[config.mk]
export PLATFORM = sky130hd
export DESIGN_NAME = jk_bank_ctrl
export DESIGN_NICKNAME = d
export VERILOG_FILES = /design/src/rtl/jk_bank_ctrl.sv
export SDC_FILE = /design/constraint.sdc
export NUM_CORES = 1
export LEC_CHECK = 0
export CORE_ASPECT_RATIO = 0.6
export CORE_MARGIN = 2
export CORE_UTILIZATION = 45
export DETAILED_ROUTE_END_ITERATION = 16
export PLACE_DENSITY = 0.69
export SLEW_MARGIN = 20
export SYNTH_ARGS = -nofsm -noshare
export SYNTH_HDL_FRONTEND = slang
export SYNTH_SLANG_ARGS = --single-unit
[constraint.sdc]
create_clock -name clk -period 5.25 [get_ports clk]
set_input_delay 1.05 -clock clk [delete_from_list [all_inputs] [get_ports clk]]
set_output_delay 1.05 -clock clk [all_outputs]
set_load 0.005 [all_outputs]
[src/rtl/jk_bank_ctrl.sv]
// jk_bank_ctrl: command-driven controller for a bank of JK flip-flops with readback check
module jk_bank_ctrl #(
  parameter int WIDTH = 4,
  parameter int CNT_W = 8
) (
  input  logic             clk,
  input  logic             rst,
  input  logic             cmd_valid,
  output logic             cmd_ready,
  input  logic [2:0]       cmd_op,
  input  logic [WIDTH-1:0] cmd_mask,
  input  logic [WIDTH-1:0] cmd_data,
  input  logic [CNT_W-1:0] cmd_cnt,
  output logic [WIDTH-1:0] j,
  output logic [WIDTH-1:0] k,
  input  logic [WIDTH-1:0] q,
  output logic             busy,
  output logic             done,
  output logic             err,
  output logic [WIDTH-1:0] q_snap
);
  typedef enum logic [1:0] {IDLE, APPLY, SETTLE, CHECK} state_t;
  localparam logic [2:0] OP_HOLD = 3'd0, OP_SET = 3'd1, OP_CLEAR = 3'd2,
                         OP_TOGGLE = 3'd3, OP_LOAD = 3'd4, OP_COUNT = 3'd5;
  localparam logic [WIDTH-1:0] ZERO = '0;
  state_t state_q, state_d;
  logic [2:0] op_q, op_d;
  logic [WIDTH-1:0] mask_q, mask_d, data_q, data_d, q_pre_q, q_pre_d;
  logic [WIDTH-1:0] j_q, j_d, k_q, k_d, q_snap_q, q_snap_d;
  logic [CNT_W-1:0] cnt_q, cnt_d;
  logic done_q, done_d, err_q, err_d;
  // {j,k} for one APPLY cycle; COUNT toggles bit i only when all lower bits are 1
  function automatic logic [2*WIDTH-1:0] jk_f(input logic [2:0] op,
      input logic [WIDTH-1:0] m, input logic [WIDTH-1:0] d, input logic [WIDTH-1:0] qv);
    logic [WIDTH-1:0] t;
    t[0] = 1'b1;
    for (int i = 1; i < WIDTH; i++) t[i] = t[i-1] & qv[i-1];
    return op == OP_SET    ? {m, ZERO} :
           op == OP_CLEAR  ? {ZERO, m} :
           op == OP_TOGGLE ? {m, m} :
           op == OP_LOAD   ? {m & d, m & ~d} :
           op == OP_COUNT  ? {m & t, m & t} : {ZERO, ZERO};
  endfunction
  // value the bank must show after the command, given the pre-command snapshot
  function automatic logic [WIDTH-1:0] exp_f(input logic [2:0] op,
      input logic [WIDTH-1:0] m, input logic [WIDTH-1:0] d, input logic [WIDTH-1:0] qp);
    return op == OP_SET    ? qp | m :
           op == OP_CLEAR  ? qp & ~m :
           op == OP_TOGGLE ? qp ^ m :
           op == OP_LOAD   ? (qp & ~m) | (d & m) : qp;
  endfunction
  // next-state logic; j/k/done/err are computed one edge ahead so they leave flops
  always_comb begin
    state_d = state_q;
    op_d = op_q;
    mask_d = mask_q;
    data_d = data_q;
    q_pre_d = q_pre_q;
    cnt_d = cnt_q;
    q_snap_d = q_snap_q;
    j_d = '0;
    k_d = '0;
    done_d = 1'b0;
    err_d = 1'b0;
    if (state_q == IDLE && cmd_valid) begin
      op_d = cmd_op;
      mask_d = cmd_mask;
      data_d = cmd_data;
      q_pre_d = q;
      cnt_d = (cmd_op == OP_COUNT && cmd_cnt != '0) ? cmd_cnt - CNT_W'(1) : '0;
      if (cmd_op == OP_HOLD || cmd_op > OP_COUNT || (cmd_op == OP_COUNT && cmd_cnt == '0)) begin
        state_d = CHECK;
        done_d = 1'b1;
        err_d = cmd_op > OP_COUNT;
        q_snap_d = q;
      end else begin
        state_d = APPLY;
        {j_d, k_d} = jk_f(cmd_op, cmd_mask, cmd_data, q);
      end
    end else if (state_q == APPLY) begin
      state_d = SETTLE;
    end else if (state_q == SETTLE) begin
      if (op_q == OP_COUNT && cnt_q != '0) begin
        state_d = APPLY;
        cnt_d = cnt_q - CNT_W'(1);
        {j_d, k_d} = jk_f(op_q, mask_q, data_q, q);
      end else begin
        state_d = CHECK;
        done_d = 1'b1;
        err_d = op_q != OP_COUNT && q != exp_f(op_q, mask_q, data_q, q_pre_q);
        q_snap_d = q;
      end
    end else if (state_q == CHECK) begin
      state_d = IDLE;
    end
  end
  // state and registered outputs; reset aborts any command in flight
  always_ff @(posedge clk) begin
    if (rst) begin
      state_q <= IDLE;
      op_q <= '0;
      mask_q <= '0;
      data_q <= '0;
      q_pre_q <= '0;
      cnt_q <= '0;
      q_snap_q <= '0;
      j_q <= '0;
      k_q <= '0;
      done_q <= 1'b0;
      err_q <= 1'b0;
    end else begin
      state_q <= state_d;
      op_q <= op_d;
      mask_q <= mask_d;
      data_q <= data_d;
      q_pre_q <= q_pre_d;
      cnt_q <= cnt_d;
      q_snap_q <= q_snap_d;
      j_q <= j_d;
      k_q <= k_d;
      done_q <= done_d;
      err_q <= err_d;
    end
  end
  assign cmd_ready = state_q == IDLE;
  assign busy = ~cmd_ready;
  assign j = j_q;
  assign k = k_q;
  assign done = done_q;
  assign err = err_q;
  assign q_snap = q_snap_q;
endmodule

# Yosys cells after proc, flatten, opt, wreduce, memory -nomap -nowiden
# Cells that the tools add are included.
dict set report word_totals {
  latchBits 0
  in_bits 26
  n_memories 0
  ramBits 0
  ff_bits 39
  mem_bits_ro 0
}
dict set report classes {
  order_cmp 1
  addsub 2
  eq_ne 18
  bitwise 16
  shift 0
  n_reduce_logical 17
  n_mux 50
  n_div 0
  multipliers 0
}
# op count
set op_table {}
lappend op_table {{$mux 8} 15}
lappend op_table {{$mux 4} 19}
lappend op_table {{$and 4x4->4} 7}
lappend op_table {{$reduce_bool 8->1} 2}
lappend op_table {{$sub 8x1->8 const B} 2}
lappend op_table {{$eq 3x2->1 const B} 4}
lappend op_table {{$eq 3x3->1 const B} 4}
lappend op_table {{$mux 2} 6}
lappend op_table {{$not 4->4} 3}
lappend op_table {{$mux 1} 10}
lappend op_table {{$logic_not 8->1} 1}
lappend op_table {{$or 4x4->4} 2}
lappend op_table {{$eq 3x1->1 const B} 2}
lappend op_table {{$logic_and 1x1->1} 5}
lappend op_table {{$eq 2x2->1 const B} 2}
lappend op_table {{$ne 2x2->1 const B} 2}
lappend op_table {{$ne 4x4->1} 1}
lappend op_table {{$reduce_and 4->1} 1}
lappend op_table {{$reduce_bool 2->1} 2}
lappend op_table {{$reduce_bool 4->1} 1}
lappend op_table {{$xor 4x4->4} 1}
lappend op_table {{$gt 3x3->1 const B} 1}
lappend op_table {{$logic_not 3->1} 1}
lappend op_table {{$ne 3x3->1 const B} 1}
lappend op_table {{7 further kinds} 9}

# Logic depth before layout (Yosys ltp)
# Gate-level depths: netlist of the first run.
dict set report depth {
  depth_word 13
  ltp_mapped 9
  depth_no_buf 8
}

# Worst setup path after synthesis of the first run
# Ideal clock, no wire load.
dict set report synth_path {
  path_kind {input to register}
  start {input cmd_cnt[0]}
  end {register q_snap_q[0] (netlist: q_snap[0])}
  slack_ns 2.768
  t_required_ns 5.126
  setup_ns 0.124
  path_buffers 0
  arrival_ns 2.357
  stages 8
  path_cell_list {inv_1 ha_1 nor3b_1 a31o_4 a21oi_4 nor3b_4 mux2i_1 nor2_1}
}
dict set report synth_between {
  elab_chain_len 5
}
# item line
set synth_rtl {}
lappend synth_rtl {{from (decl)} 13} ;# input logic [CNT_W-1:0] cmd_cnt,
lappend synth_rtl {{$logic_not 8->1} 71} ;# if (cmd_op == OP_HOLD || cmd_op > OP_COUNT || (cmd_op == OP_COUNT && cmd_cnt == '0)) begin
lappend synth_rtl {{$logic_and 1x1->1} 71}
lappend synth_rtl {{$logic_or 1x1->1} 71}
lappend synth_rtl {{$ne 2x1->1 (no source line)} n/a}
lappend synth_rtl {{$reduce_and 4->1 (no source line)} n/a}
lappend synth_rtl {{to (signal assigned)} 118} ;# q_snap_q <= q_snap_d;
lappend synth_rtl {{to (decl)} 29} ;# logic [WIDTH-1:0] j_q, j_d, k_q, k_d, q_snap_q, q_snap_d;
# Every way passes these cells.
# A chain may end at the register's enable or synchronous reset.

# Worst setup path in the final report of the first run
dict set report layout_path {
  start {input cmd_cnt[0]}
  end {register q_snap_q[1] (netlist: q_snap[1])}
}
# Same word-level chain as after synthesis.

==> results of run 1 <==
cell families (layout without fill, tap and decap cells):
kind of cell	Yosys count	count (layout)	share of synthesized area
buffers and inverters	40	71	0.0763
and+or+nand+nor	132	132	0.263
muxes	8	8	0.0313
AOI/OAI and AO/OA	93	93	0.236
adders and majority gates	13	13	0.0611
xor gates and xnor gates	11	11	0.0365
DFF	39	39	0.296
power by group:
part,leakage (nW),internal [mW],total [mW],switching (mW)
combinational,0.717,0.0894,0.192,0.103
sequential,0.318,0.313,0.336,0.0232
clock,0.0515,0.120,0.232,0.111
per-layer routing:
layer / up-vias / GRT usage
li1: 1237 / -
met1: 1125 / 0.373
met2: 107 / 0.290
met3: 5 / 0.0511
met4: 0 / 0.0428
met5: - / 0
layout make-up:
| type | instances | share of cell area |
|---|---|---|
| Clock buffer | 8 | 0.0319 |
| Inverter | 20 | 0.0239 |
| Multi-Input combinational cell | 257 | 0.528 |
| Sequential cell | 39 | 0.249 |
| Tap cell | 80 | 0.0319 |
| Timing Repair Buffer | 43 | 0.135 |
how the worst min path moves through the flow:
stage,depth (start not counted),end,slack (ns),startpoint
after floorplan,2,data_q[0],0.45,data_q[0]
after global placement,2,data_q[2],0.46,data_q[2]
after detailed placement,2,data_q[2],0.47,data_q[2]
after CTS,2,data_q[2],0.48,data_q[2]
after global routing,2,data_q[2],0.50,data_q[2]
final,2,data_q[2],0.48,data_q[2]
worst register-to-register path, delay by kind of cell, from the launching register on:
| family | cells | cell delay, ns |
|---|---|---|
| flops | 1 | 0.78 |
| xor+xnor | 1 | 0.17 |
| compound gates | 2 | 0.98 |
| simple gates | 3 | 0.63 |
state kept, by name, indices dropped and copies added (netlist names):
register  flops
q_pre_q       4
op_q          3
err           1
done          1
state_q       2
data_q        4
q_snap        4
mask_q        4
k             4
cnt_q         8
j             4
cell usage in the layout (no fill, tap or decap), drive strengths merged, types with 2 or more instances in the layout:
master / netlist / layout
a2111oi: 3 / 3
a211oi: 3 / 3
a21oi: 47 / 47
a31oi: 4 / 4
a32o: 3 / 3
buf: 9 / 2
clkbuf: 9 / 8
clkdlybuf4s50: 0 / 41
dfxtp: 39 / 39
ha: 12 / 12
inv: 20 / 20
mux2: 2 / 2
mux2i: 6 / 6
nand2: 43 / 43
nand2b: 6 / 6
nand3: 13 / 13
nand4: 2 / 2
nand4b: 2 / 2
nor2: 39 / 39
nor2b: 3 / 3
nor3: 7 / 7
nor3b: 2 / 2
nor4: 5 / 5
nor4b: 2 / 2
o21ai: 17 / 17
o221ai: 2 / 2
or2: 2 / 2
xnor2: 11 / 11
per-stage QoR:
stage | cell area (sq um) | hold WS (ns) | setup slack (ns) | cells | power (mW)
6_report | 3140 | 0.479 | 2.35 | 447 | 0.760
3_5_place_dp | 3040 | 0.467 | 2.07 | 439 | 0.532
4_1_cts | 3140 | 0.478 | 2.37 | 447 | 0.760
3_3_place_gp | 3040 | 0.464 | 2.15 | 439 | 0.530
2_1_floorplan | 2640 | 0.448 | 2.77 | 336 | 0.466
5_1_grt | 3140 | 0.499 | 2.20 | 447 | 0.801
==> impl_metrics.env, run 1 <==
export IMPL_status="completed"
export IMPL_start_kind="primary input"
export IMPL_vias=2474
export IMPL_final_max_slew_viol_count=0
export IMPL_synth_edf_count=0
export IMPL_synth_top_flop_cell="dfxtp_1"
export IMPL_crit_type="primary input to flop"
export IMPL_yosysMostFrequentCell="a21oi_1"
export IMPL_die_h_microns=63.3
export IMPL_hold_viol=0
export IMPL_multi_input_area_sq_mm=0.00166
export IMPL_clk_pin_slew_ns=0.08
export IMPL_grt_max_degree=39
export IMPL_wl_per_cell_microns=15.7
export IMPL_fillers=560
export IMPL_coreArea_sq_mm=0.00562
export IMPL_root_buffer="clkbuf_8"
export IMPL_antenna_found_initial=0
export IMPL_drt_total_wl_microns=7020
export IMPL_syn_area_sq_mm=0.00264
export IMPL_hold_buffers=0
export IMPL_relSlewSlack=0.371
export IMPL_cts_buffers=5
export IMPL_power_density_mw_per_mm2=242
export IMPL_clk_latency_ns=0.30
export IMPL_critPathCaptureType="flop"
export IMPL_clock_sinks=39
export IMPL_hpwl_microns=5080
export IMPL_regToRegStartpoint="op_q[0]"
export IMPL_drt_pass1_iterations=5
export IMPL_rrSetupSlack_ns=2.57
export IMPL_dr_max_layer_used="met4"
export IMPL_clockBufferDepth=2
export IMPL_drt_initial_drc_count=176
export IMPL_synthDistinctLibCells=68
export IMPL_yosysWarnings=0
export IMPL_ioPinCount=42
export IMPL_async_flop_share=0
export IMPL_cts_max_level=2
export IMPL_yosys_top_cells_count="a21oi_1 (45), nand2_1 (42), dfxtp_1 (39), nor2_1 (38), inv_1 (19)"
export IMPL_startpoint="cmd_cnt[0]"
export IMPL_viasPerCell=5.53
export IMPL_grt_first_pass_wirelength_microns=11600
export IMPL_leakagePower_nw=1.09
export IMPL_met1_length_microns=3760
export IMPL_grt_setup_unrepaired="false"
export IMPL_cp_depth=9
export IMPL_start_util=0.470
export IMPL_crit_buf_inv=2
export IMPL_fmax_ghz=0.345
export IMPL_ir_worst_vdd_mv=0.151
export IMPL_track_usage=0.226
export IMPL_max_slew_worst_pin_slew_ns=0.944
export IMPL_drive_above_1_share=0.0845
export IMPL_worst_path_max_delay_cell="clkdlybuf4s50_1"
export IMPL_synthCells=336
export IMPL_timing_rr_end="cnt_q[4]"
export IMPL_finClkSkew_ns=0.0129
export IMPL_finalSetupViolCount=0
export IMPL_critPathRequiredTime_ns=5.42
export IMPL_critPathMaxStageDelay_ns=0.46
export IMPL_ys_seq_area_frac=0.296
export IMPL_grt_pass1_vias=2265
export IMPL_r2r_cells=6
export IMPL_critical_path_cell_chain="clkdlybuf4s50_1 -> inv_1 -> ha_1 -> nor3b_1 -> a31o_4 -> a21oi_4 -> nor3b_4 -> mux2i_1 -> nor2_1"
export IMPL_die_area_sq_mm=0.00652
export IMPL_critPathArrivalTime_ns=3.06
export IMPL_wl_met2_microns=2660
export IMPL_drv_cap=0
export IMPL_period_share=0.552
export IMPL_syn_to_final_growth_pct=18.9
export IMPL_finalCoreUtilization=0.559
export IMPL_ff_latch_area_sq_um=781
export IMPL_fp_dieW_microns=103
export IMPL_gp_congestion=0.872
export IMPL_rows=21
export IMPL_yosysTopAreaCell="dfxtp_1"
export IMPL_endpoint="q_snap[1]"
export IMPL_io_buffers=41
export IMPL_post_cts_buffers=0
export IMPL_syn_nets=374
export IMPL_period_needed_ns=2.90
export IMPL_post_route_drc_count=0
export IMPL_synth_area_leaders="dfxtp_1 (30%), a21oi_1 (8.5%), nand2_1 (6.0%), ha_1 (5.7%), nor2_1 (5.4%)"
export IMPL_yosysTopAreaCellShare=0.296
export IMPL_final_net_count=404
export IMPL_cts_tree="done"
export IMPL_post_cts_resized=0
export IMPL_grt_remaining_overflow=0
export IMPL_ys_ff_latch=39
export IMPL_setup_tns_ns=0
export IMPL_hold_path_class="flop to flop"
export IMPL_antenna_cells=0
export IMPL_critPathTopFamily="simple AND/OR/NAND/NOR gates"
export IMPL_met3_length_microns=562
export IMPL_cp_max_fo=7
export IMPL_avgSynthCellArea_sq_um=7.86
export IMPL_postRouteAntennaNets=0
(Power assumes the default switching activity.)
==> run 2: changes to the inputs <==
==> constraint.sdc (replaced) <==
create_clock -name clk -period 2.76 [get_ports clk]
set_input_delay 0.552 -clock clk [delete_from_list [all_inputs] [get_ports clk]]
set_output_delay 0.552 -clock clk [all_outputs]
set_load 0.005 [all_outputs]
==> run 2 against run 1 <==
Compared with the run above:
- cell count is 2.5% higher
- sequential power up 89%
- combinational power increased by 100%
- die area stayed put
- via count grew 2.6%
- worst hold slack worse by 0.0012 ns
- critical path depth is the same
- register-to-register slack worse by 2.0 ns
==> impl_metrics.env, run 2 (synthesis gave the netlist of run 1 again) <==
export IMPL_ir_worst_vdd_mv=0.284
export IMPL_coreArea_sq_mm=0.00562
export IMPL_final_cell_mix="a21oi_1 (45), nand2_1 (42), clkdlybuf4s50_1 (41), dfxtp_1 (39), nor2_1 (38)"
export IMPL_worst_path_max_delay_cell="clkdlybuf4s50_1"
export IMPL_ioPinCount=42
export IMPL_final_common_cell="a21oi_1"
export IMPL_fp_dieW_microns=103
export IMPL_power_mw=1.40
export IMPL_clk_latency_ns=0.29
export IMPL_timing_rr_end="k[2]"
export IMPL_largest_reg_flops=8
export IMPL_clock_sinks=39
export IMPL_regToRegStartpoint="op_q[0]"
export IMPL_status="completed"
export IMPL_postRouteAntennaNets=0
export IMPL_drt_total_wl_microns=7120
export IMPL_clk_pin_slew_ns=0.08
export IMPL_drv_cap=0
export IMPL_io_buffers=41
export IMPL_grt_pass1_vias=2274
export IMPL_period_needed_ns=2.33
export IMPL_wl_per_cell_microns=15.5
export IMPL_post_cts_buffers=0
export IMPL_vias=2539
export IMPL_clockBufferDepth=2
export IMPL_antenna_found_initial=0
export IMPL_hold_buffers=0
export IMPL_critPathRequiredTime_ns=2.92
export IMPL_drt_pass1_iterations=5
export IMPL_post_cts_resized=0
export IMPL_grt_setup_unrepaired="false"
export IMPL_period_share=0.843
export IMPL_fillers=560
export IMPL_r2r_cells=5
export IMPL_largest_register="cnt_q"
export IMPL_leakagePower_nw=1.14
export IMPL_cts_tree="done"
export IMPL_critPathArrivalTime_ns=2.49
export IMPL_antenna_cells=0
export IMPL_viasPerCell=5.54
export IMPL_endpoint="q_snap[2]"
export IMPL_syn_to_final_growth_pct=21.4
export IMPL_finalSetupViolCount=0
export IMPL_power_density_mw_per_mm2=437
export IMPL_fmax_ghz=0.430
export IMPL_grt_remaining_overflow=0
export IMPL_cts_buffers=5
export IMPL_die_h_microns=63.3
export IMPL_start_kind="primary input"
export IMPL_critPathCaptureType="flop"
export IMPL_drt_initial_drc_count=194
export IMPL_post_route_drc_count=0
export IMPL_hold_viol=0
export IMPL_dp_slack_ns=0.147
export IMPL_grt_first_pass_wirelength_microns=11800
export IMPL_max_slew_worst_pin_slew_ns=0.627
export IMPL_final_net_count=415
export IMPL_start_util=0.470
export IMPL_cts_max_level=2
export IMPL_finClkSkew_ns=0.00434
export IMPL_hpwl_microns=5520
export IMPL_die_area_sq_mm=0.00652
export IMPL_grt_max_degree=23
export IMPL_hold_path_class="flop to flop"
export IMPL_critPathMaxStageDelay_ns=0.45
export IMPL_relSlewSlack=0.582
export IMPL_drive_above_1_share=0.114
export IMPL_startpoint="cmd_cnt[0]"
export IMPL_rrSetupSlack_ns=0.59
export IMPL_setup_tns_ns=0
export IMPL_crit_type="primary input to flop"
export IMPL_setup_ws_ns=0.433
export IMPL_root_buffer="clkbuf_8"
export IMPL_gp_congestion=0.832
export IMPL_track_usage=0.231
export IMPL_critical_path_cell_chain="clkdlybuf4s50_1 -> inv_1 -> ha_1 -> nor3b_1 -> a31o_4 -> a21oi_4 -> nor3b_4 -> mux2i_1 -> nor2_1"
export IMPL_cp_max_fo=4
export IMPL_rows=21
export IMPL_finalCoreUtilization=0.570
export IMPL_final_max_slew_viol_count=0
## run 2: cell count changes in the layout (fill, tap and decap cells not counted)
cell / previous run / this run
buf_4: 2 / 13
clkbuf_1: 1 / 0
clkbuf_8: 7 / 5
clkinv_2: 0 / 3
## run 2: how the worst min path moves through the flow
| stage | start | end | slack, ns | cells after the start |
|---|---|---|---|---|
| 4_1_cts | data_q[1] | data_q[1] | 0.48 | 2 |
| 5_1_grt | data_q[1] | data_q[1] | 0.51 | 2 |
| 3_5_place_dp | data_q[1] | data_q[1] | 0.47 | 2 |
| 2_1_floorplan | data_q[0] | data_q[0] | 0.45 | 2 |
| 6_report | data_q[1] | data_q[1] | 0.48 | 2 |
| 3_3_place_gp | data_q[1] | data_q[1] | 0.46 | 2 |
## run 2: per-layer routing
metal / global-route usage / part of all wire
met1: 0.395 / 0.56
met2: 0.295 / 0.37
met4: 0.0296 / 0.0038
met3: 0.0411 / 0.062
met5: 0 / 0
## run 2: final cells by class
| cell class | count | area, sq um | area share |
|---|---|---|---|
| tap | 80 | 100 | 0.0312 |
| clock buffer | 5 | 68.8 | 0.0215 |
| clock inverter | 3 | 15.0 | 0.00468 |
| timing repair buffer | 54 | 508 | 0.158 |
| sequential | 39 | 781 | 0.243 |
| multi-input combinational | 257 | 1660 | 0.517 |
| inverter | 20 | 75.1 | 0.0234 |
## run 2: stage by stage
step	cell area [sq um]	hold slack, ns	cells
after floorplan	2640	0.448	336
after global placement	3120	0.461	450
after detailed placement	3120	0.466	450
after CTS	3210	0.478	458
after global routing	3210	0.506	458
final	3210	0.478	458
## run 2: power by group
group	total [mW]	internal [mW]	switching, mW
registers	0.635	0.595	0.0403
logic	0.385	0.181	0.204
clock network	0.380	0.173	0.206
total	1.40	0.949	0.451
## run 2: critical path, delay by kind of cell
kind | cells | cell delay [ns]
AO/OA/AOI/OAI | 2 | 0.31
buffers and inverters | 2 | 0.55
adder cells (fa/ha/maj) | 1 | 0.15
multiplexers | 1 | 0.23
AND/OR/NAND/NOR | 3 | 0.71
